**src/rtl/pipe_ctrl.sv**
```systemverilog
// -----------------------------------------------------------------------------
// pipe_ctrl -- central pipeline controller for the 5-stage RV32I core.
//
// Produces the per-register stall vector, the branch-redirect flush pulse with
// its target PC, replays branches that EX resolved while it was frozen, and
// keeps saturating stall/flush counters plus a sticky stall-timeout flag.
//
// Parameters
//   TIMEOUT       consecutive stalled cycles before hang_err sets (>=2)
//   CNT_W         width of the saturating performance counters
//
// Ports
//   clk           clock, all state updates on posedge
//   rst           synchronous reset, active-high
//   stallreq_if   fetch waiting on instruction memory
//   stallreq_id   load-use hazard in decode
//   stallreq_ex   multi-cycle EX operation in progress
//   stallreq_mem  data memory busy
//   branch_flag   EX resolved a taken branch/jump this cycle
//   branch_target target PC accompanying branch_flag
//   stall[5:0]    [0]=pc [1]=if_id [2]=id_ex [3]=ex_mem [4]=mem_wb [5]=wb
//   flush         one-cycle pulse squashing if_id and id_ex
//   new_pc        redirect target, valid while flush=1
//   stall_cycles  saturating count of cycles with stall!=0
//   flush_count   saturating count of flush pulses
//   hang_err      sticky: stall held TIMEOUT consecutive cycles
// -----------------------------------------------------------------------------
module pipe_ctrl #(
    parameter int TIMEOUT = 1024,
    parameter int CNT_W   = 32
) (
    input  logic             clk,
    input  logic             rst,
    input  logic             stallreq_if,
    input  logic             stallreq_id,
    input  logic             stallreq_ex,
    input  logic             stallreq_mem,
    input  logic             branch_flag,
    input  logic [31:0]      branch_target,
    output logic [5:0]       stall,
    output logic             flush,
    output logic [31:0]      new_pc,
    output logic [CNT_W-1:0] stall_cycles,
    output logic [CNT_W-1:0] flush_count,
    output logic             hang_err
);

    localparam int CONSEC_W = $clog2(TIMEOUT + 1);

    typedef enum logic [1:0] {
        RUN   = 2'd0,
        STALL = 2'd1,
        FLUSH = 2'd2
    } state_t;

    state_t               state_reg, state_next;
    logic [5:0]           stall_raw;
    logic                 go_flush;
    logic                 pend_reg;
    logic [31:0]          pend_pc_reg;
    logic [31:0]          new_pc_reg;
    logic [CNT_W-1:0]     stall_cycles_reg;
    logic [CNT_W-1:0]     flush_count_reg;
    logic [CONSEC_W-1:0]  consec_reg;
    logic                 hang_reg;

    // Highest requesting stage wins; its register and everything upstream hold.
    always_comb begin
        stall_raw = 6'b000000;
        if (stallreq_mem)      stall_raw = 6'b011111;
        else if (stallreq_ex)  stall_raw = 6'b001111;
        else if (stallreq_id)  stall_raw = 6'b000111;
        else if (stallreq_if)  stall_raw = 6'b000011;
    end

    // A redirect is issued when the EX instruction advances (stall[3]=0) and
    // either a live branch or a replayed one is present. During the flush
    // cycle the EX instruction is being squashed, so its branch is ignored.
    assign go_flush = (state_reg != FLUSH) && !stall_raw[3] && (branch_flag || pend_reg);

    // State register
    always_ff @(posedge clk) begin
        if (rst) state_reg <= RUN;
        else     state_reg <= state_next;
    end

    // Next-state logic
    always_comb begin
        state_next = state_reg;
        case (state_reg)
            RUN, STALL: begin
                if (go_flush)                state_next = FLUSH;
                else if (stall_raw != 6'd0)  state_next = STALL;
                else                         state_next = RUN;
            end
            FLUSH: begin
                if (stall_raw != 6'd0)       state_next = STALL;
                else                         state_next = RUN;
            end
            default:                         state_next = RUN;
        endcase
    end

    // Output logic: flush overrides any stall request for its one cycle.
    always_comb begin
        flush = (state_reg == FLUSH);
        stall = (rst || flush) ? 6'b000000 : stall_raw;
    end

    // Pending branch, redirect target, counters and timeout.
    always_ff @(posedge clk) begin
        if (rst) begin
            pend_reg         <= 1'b0;
            pend_pc_reg      <= '0;
            new_pc_reg       <= '0;
            stall_cycles_reg <= '0;
            flush_count_reg  <= '0;
            consec_reg       <= '0;
            hang_reg         <= 1'b0;
        end else begin
            // EX re-presents the same branch every stalled cycle; keep the first.
            if (branch_flag && stall[3] && !pend_reg) begin
                pend_reg    <= 1'b1;
                pend_pc_reg <= branch_target;
            end

            if (go_flush) begin
                new_pc_reg <= pend_reg ? pend_pc_reg : branch_target;
                pend_reg   <= 1'b0;
                if (flush_count_reg != '1)
                    flush_count_reg <= flush_count_reg + 1'b1;
            end

            if (stall != 6'd0) begin
                if (stall_cycles_reg != '1)
                    stall_cycles_reg <= stall_cycles_reg + 1'b1;
                if (consec_reg != CONSEC_W'(TIMEOUT))
                    consec_reg <= consec_reg + 1'b1;
                if (consec_reg >= CONSEC_W'(TIMEOUT - 1))
                    hang_reg <= 1'b1;
            end else begin
                consec_reg <= '0;
            end
        end
    end

    assign new_pc       = new_pc_reg;
    assign stall_cycles = stall_cycles_reg;
    assign flush_count  = flush_count_reg;
    assign hang_err     = hang_reg;

endmodule

```
**config.mk**
```make
export PLATFORM = sky130hd
export DESIGN_NAME = pipe_ctrl
export DESIGN_NICKNAME = d
export VERILOG_FILES = /design/src/rtl/pipe_ctrl.sv
export SDC_FILE = /design/constraint.sdc
export NUM_CORES = 1
export LEC_CHECK = 0
export ABC_AREA = 1
export CELL_PAD_IN_SITES_DETAIL_PLACEMENT = 1
export CELL_PAD_IN_SITES_GLOBAL_PLACEMENT = 2
export CORE_ASPECT_RATIO = 1.75
export CORE_MARGIN = 2
export CORE_UTILIZATION = 28
export CTS_CLUSTER_DIAMETER = 60
export DETAILED_ROUTE_END_ITERATION = 10
export PLACE_DENSITY_LB_ADDON = 0.1
export SYNTH_ARGS = -nofsm -noshare
export SYNTH_HDL_FRONTEND = slang
export SYNTH_SLANG_ARGS = --single-unit
```
**constraint.sdc**
```tcl
create_clock -name clk -period 2.1 [get_ports clk]
set_input_delay 0.315 -clock clk [delete_from_list [all_inputs] [get_ports clk]]
set_output_delay 0.315 -clock clk [all_outputs]
set_load 0.02 [all_outputs]
```
# Word-level counts from Yosys, hierarchy flattened
# Index checks and enable logic that the tools add are counted.
# word_totals
register_bits	143
latchBits	0
ram_bits	0
rom_bits	0
inputBits	39
out_inout_bits	104
mem_count	0
# op_classes
n_addsub	3
mul	0
div_mod_pow	0
order_cmp	1
eq_ne	6
shifts	0
n_mux	9
bitwise	1
n_reduce_logical	17
# op_table
operator	count
adder 32 x 1 -> 32 bit, second input constant	2
!= test 32 bit, second input constant	2
two-way mux 32 bit	1
nonzero test 6 bit	2
adder 11 x 1 -> 11 bit, second input constant	1
>= comparator 11 x 10 -> 1 bit, second input constant	1
!= test 11 bit, second input constant	1
two-way mux 6 bit	1
AND reduction 2 bit	3
OR reduction 2 bit	3
two-way mux 5 bit	1
logical AND 1 bit	4
two-way mux 2 bit	2
two-way mux 4 bit	1
case mux 2 bit (2 select lines)	1
two-way mux 3 bit	1
equality test 2 x 1 -> 1 bit, second input constant	1
equality test 2 bit, second input constant	1
zero test 1 bit	2
zero test 2 bit	1
logical OR 1 bit	2
!= test 2 bit, second input constant	1
two-way mux 1 bit	1
NOT 1 bit	1

# Logic depth before layout (Yosys ltp)
# Gate-level depths: netlist of the first run.
# depth
depth_word	9
depth_mapped	11
mapped_depth_nobuf	11

# Least setup slack after synthesis of the first run
# OpenSTA, ideal clock, no wires.
# synth_path
kind	register -> register
from	register stall_cycles_reg[0], in the netlist stall_cycles[0]
to	register stall_cycles_reg[17], in the netlist stall_cycles[17]
setup_ps	114
t_arrival_ps	1683
t_required_ps	1986
slack_ps	304
stages_incl_launch_ff	11
path_buffers	2
synth_period_minus_slack_ps	1796
path_cell_list	dfxtp_1 > ha_1 > nand2_2 > nor2_4 > nand2_4 > nor2_4 > nand3_2 > buf_6 > buf_6 > a21oi_2 > nor2_1
# synth_between
elab_chain_cells	2
# synth_lines
element	line	rtl
from (decl)	62	logic [CNT_W-1:0] stall_cycles_reg;
from (signal assigned)	136	stall_cycles_reg <= stall_cycles_reg + 1'b1;
parallel branches: the longest is 2 deep, another holds adder 32 x 1 -> 32 bit	--	
# Parallel ways; which one is timed is not known.
# A chain may end at the register's enable or synchronous reset.

# Final worst setup path of the first run
# layout_path
from	register state_reg[1]
to	output port flush
# layout_between
elab_chain_cells	1
# layout_lines
element	line	rtl
from (decl)	56	state_t state_reg, state_next;
from (signal assigned)	84	else state_reg <= state_next;
equality test 2 bit	106	flush = (state_reg == FLUSH);
to (decl)	41	output logic flush,
# No other way between the ends.

==> results of run 1 <==
metal layers:
metal,up-vias,track usage [%]
li1,3775,-
met1,3535,19.4
met2,120,36.7
met3,36,4.09
met4,0,7.53
met5,-,0
cell usage after synthesis:
cell,count
a211oi_1,1
a31oi_1,33
nand3_1,67
xnor2_1,3
buf_2,21
nand2_1,277
nand3_2,3
inv_2,8
nor2_4,3
nor2_2,9
conb_1,1
buf_6,5
nand3b_1,3
o21a_1,1
xor2_1,6
clkinv_1,1
nor4_1,2
nor3_1,13
nand4_1,10
a21oi_2,11
nand2_4,1
nor2_1,245
a21oi_1,47
dfxtp_1,143
inv_1,66
and2_1,3
o211ai_1,1
buf_4,3
buf_1,1
ha_1,4
o21ai_0,68
nand2_2,5
o31ai_1,1
clkbuf_1,21
stage by stage:
| step | util (%) | worst slack [ns] | power, mW |
|---|---|---|---|
| floorplan | - | 0.304 | 3.28 |
| global placement | 36.0 | -0.179 | 3.60 |
| detailed placement | 36.0 | -0.176 | 3.62 |
| CTS | 38.5 | 0.0466 | 6.90 |
| global route | 38.5 | 0.0161 | 7.06 |
| finish | 38.5 | 0.118 | 6.76 |
final timing paths:
path                                       from          endpoint  depth (start not counted)
worst max-delay path               state_reg[1]             flush                          3
worst min-delay path                   hang_err          hang_err                          2
worst max register to register  stall_cycles[0]  stall_cycles[30]                         10
worst min register to register         hang_err          hang_err                          2
what timing repair did:
action	CTS	global route
resized for setup	7	1
setup endpoints to repair	6	1
setup buffers	0	0
pin swaps	0	0
hold buffers	0	0
report_power, final:
group | switching (mW) | internal [mW]
clock | 1.24 | 1.99
sequential | 0.0583 | 2.81
combinational | 0.378 | 0.292
total | 1.67 | 5.09
layout make-up:
cell class	count	area (µm²)	area share, %
Clock buffer	22	484	5.02
Clock inverter	10	134	1.39
Tap cell	316	395	4.10
Sequential cell	143	2860	29.7
Inverter	75	283	2.93
Timing Repair Buffer	180	1800	18.6
Multi-Input combinational cell	818	3690	38.3
worst max-delay path: cells and delay by family (launching register included):
kind	cells	cell delay, ns
and+or+nand+nor	1	0.17
buffers and inverters	2	0.69
DFF	1	0.36
logic make-up after synthesis:
logic type | after synthesis
AND/OR/NAND/NOR | 641
AO/OA/AOI/OAI | 163
flip-flops | 143
buffers and inverters | 126
XOR/XNOR | 9
adder cells (fa/ha/maj) | 4
other | 1
==> impl_metrics.ini, run 1 <==
[status]
outcome = finished clean

[die]
rows = 77
start_util_pct = 28.3
die-area_mm2 = 0.0267
coreArea_mm2 = 0.0250
io_pins = 143
die_w_um = 124
die_y_um = 215

[clock_network]
cts.htree.levels = 4
cts_buffers = 17
clkSinkCount = 143
clock_latency_ns = 0.44
cts_tree = done
clock_path_buffers = 2
root_buffer = clkbuf_16
clkTransAtPathRegs_ns = 0.06

[place]
dp_hpwl_mm = 18.3
place_congestion = 0.811
place_area_mm2 = 0.00903
port_buffers = 141
placed_cells = 1532

[detailed_routing]
met1_length_mm = 9.63
vias = 7466
ant_nets = 0
via_per_inst = 4.77
drt_iter0_drc = 198
maxUsedRoutingLayer = met4
wl_per_cell_um = 15.8
wl_met3_um = 931
wl_met2_mm = 13.5
drc = 0
dr.pass1.iters = 4
routed_wirelength_mm = 24.8

[timing]
setup_viol = 0
fmax_mhz = 504
rsz0062_at_grt = false
min_period_over_period_pct = 94.4
finalCriticalPeriod_ns = 1.98
maxSlewViolCount = 0
hold_viol_final = 0
whs_ns = 0.463
finClkSkew_ns = 0.00631
setup_tns_ns = 0

[grt]
antenna_found_initial = 0
grt_pass1_wl_mm = 40.2
grt_start_max_net_pins = 67
grt-ovfl-total = 0
track_usage_pct = 18.9
grt_pass1_vias = 7835

[power_and_ir_drop]
power.leakage_nw = 3.67
power_density_mw_per_mm2 = 701
irDropWorstVdd_mv = 0.573

[logic_synthesis]
post_synth_xor_area_fraction_pct = 1.11
synth_adder_area_share_pct = 0.706
synth_top_family_by_area = simple AND/OR/NAND/NOR gates
ys_seq_area_share_pct = 40.4
muxShareOfSynthArea_pct = 0
synth_top_area_cell = dfxtp_1
synth_seq_cells = 143
synth-simple-area-share_pct = 37.2
synth_area_leaders = dfxtp_1, nand2_1, nor2_1
synth_area_mm2 = 0.00709
synth-compound-area-share_pct = 12.8
avgSynthCellArea_um2 = 6.52
synth_top_area_share_pct = 40.4
syn-num-nets = 1130
ys_warn_count = 0
syn_inst = 1087
yosysUniqueCellTypes = 34

[critical_path]
crit_path_end_kind = primary output
crit_arrival_ns = 1.67
critPathSlowestCell = clkdlybuf4s50_1
crit_chain = inv_2 > nor2_2 > clkdlybuf4s50_1
crit_path_max_fanout = 3
critical_path_class = reg2out
ff2ff_setup_slack_ns = 0.19
cpPeakStageDelay_ns = 0.64
start_kind = flop
crit_required_ns = 1.78

[min_path]
hp-class = reg2reg

[finish]
filler_cell_count = 3206
final_layout_size_suffix_gt1_share_pct = 9.05
antenna_cells = 0
fin_area_mm2 = 0.00965
area_growth_pct = 36.1
layout_common_cells = nand2_1, nor2_1, dfxtp_1
layout.nets = 1278
final_cells = 1564
layout_commonest_cell = nand2_1

[job]
maxCapViolCount = 0
(Power assumes the default switching activity.)
==> inputs of run 2 (changes only) <==
- GPL_ROUTABILITY_DRIVEN: unset -> 1
- SKIP_CTS_REPAIR_TIMING: unset -> 1
==> impl_metrics.ini, run 2 (synthesis gave the netlist of run 1 again) <==
[clock_network]
clock_path_buffers = 2
clkTransAtPathRegs_ns = 0.06
root_buffer = clkbuf_16
cts_tree = done
cts.htree.levels = 4
clkSinkCount = 143
cts_buffers = 17
clock_latency_ns = 0.44

[die]
start_util_pct = 28.3
io_pins = 143
die-area_mm2 = 0.0267
die_y_um = 215
coreArea_mm2 = 0.0250
rows = 77
die_w_um = 124

[power_and_ir_drop]
switchingPower_mw = 1.68
power_frac_comb_pct = 9.9
power.leakage_nw = 3.72
irDropWorstVdd_mv = 0.572
seqPwrFrac_pct = 42.4
power_density_mw_per_mm2 = 700
p_clk_share_pct = 47.7
finalPower_mw = 6.77
p_int_mw = 5.09
p_sw_share_pct = 24.8

[critical_path]
crit_arrival_ns = 1.66
cpPeakStageDelay_ns = 0.64
crit_path_max_fanout = 3
critPathSlowestCell = clkdlybuf4s50_1
critical_path_class = reg2out
start_kind = flop
crit_path_end_kind = primary output
crit_chain = inv_2 > nor2_2 > clkdlybuf4s50_1
crit_required_ns = 1.78

[timing]
min_period_over_period_pct = 94.2
setup_tns_ns = 0
fmax_mhz = 505
finClkSkew_ns = 0.00597
rsz0062_at_grt = false
setup_viol = 0
setup_ws_ns = 0.121
finalCriticalPeriod_ns = 1.98
hold_viol_final = 0
maxSlewViolCount = 0

[finish]
area_growth_pct = 36.4
layout_common_cells = nand2_1, nor2_1, dfxtp_1
layout_commonest_cell = nand2_1
antenna_cells = 0
final_cells = 1564
layout.nets = 1278
final_layout_size_suffix_gt1_share_pct = 9.05

[place]
dp_hpwl_mm = 18.3
port_buffers = 141
place_congestion = 0.811
place_ws_ns = -0.176
placed_cells = 1532

[grt]
grt-ovfl-total = 0
antenna_found_initial = 0
track_usage_pct = 18.9
grt_start_max_net_pins = 67
grt_pass1_vias = 7841
grt_pass1_wl_mm = 40.2

[detailed_routing]
vias = 7454
routed_wirelength_mm = 24.7
dr.pass1.iters = 4
wl_per_cell_um = 15.8
drc = 0
drt_iter0_drc = 195
via_per_inst = 4.77
ant_nets = 0

[min_path]
hp-class = reg2reg

[job]
maxCapViolCount = 0

[status]
outcome = finished clean
run 2: metrics by stage:
stage          cell area, µm²  hold WS [ns]  utilization (%)
2_1_floorplan            7090         0.445                -
3_3_place_gp             9030         0.453             36.0
3_5_place_dp             9030         0.459             36.0
4_1_cts                  9650         0.444             38.5
5_1_grt                  9670         0.479             38.6
6_report                 9670         0.463             38.6
run 2: final timing paths:
kind                                       from               end  slack [ns]  cells after the start
worst max-delay path               state_reg[1]             flush        0.12                      3
worst max register to register  stall_cycles[0]  stall_cycles[30]        0.19                     10
worst min-delay path                   hang_err          hang_err        0.46                      2
worst min register to register         hang_err          hang_err        0.46                      2
run 2: worst max-delay path, delay by kind of cell, from the launching register on:
| kind | cells | cell delay, ns |
|---|---|---|
| flops | 1 | 0.36 |
| buf+inv | 2 | 0.69 |
| simple gates | 1 | 0.17 |
run 2: per-layer routing:
layer / share of wire, % / vias to the layer above / global-route usage, %
li1: - / 3775 / -
met1: 39 / 3526 / 19.4
met2: 54 / 119 / 36.7
met3: 3.8 / 34 / 4.09
met4: 2.6 / 0 / 7.53
met5: 0 / - / 0
run 2: power groups by stage:
stage	registers (mW)	logic (mW)	clock network [mW]
floorplan	2.97	0.312	0
global placement	2.93	0.675	0
detailed placement	2.93	0.689	0
CTS	2.87	0.690	3.34
global route	2.88	0.749	3.43
finish	2.87	0.673	3.23
run 2: cell type report:
class                           count  area, µm²
Fill cell                        3200      15400
Multi-Input combinational cell    818       3690
Sequential cell                   143       2860
Timing Repair Buffer              180       1820
Clock buffer                       22        484
Tap cell                          316        395
Inverter                           75        283
Clock inverter                     10        134
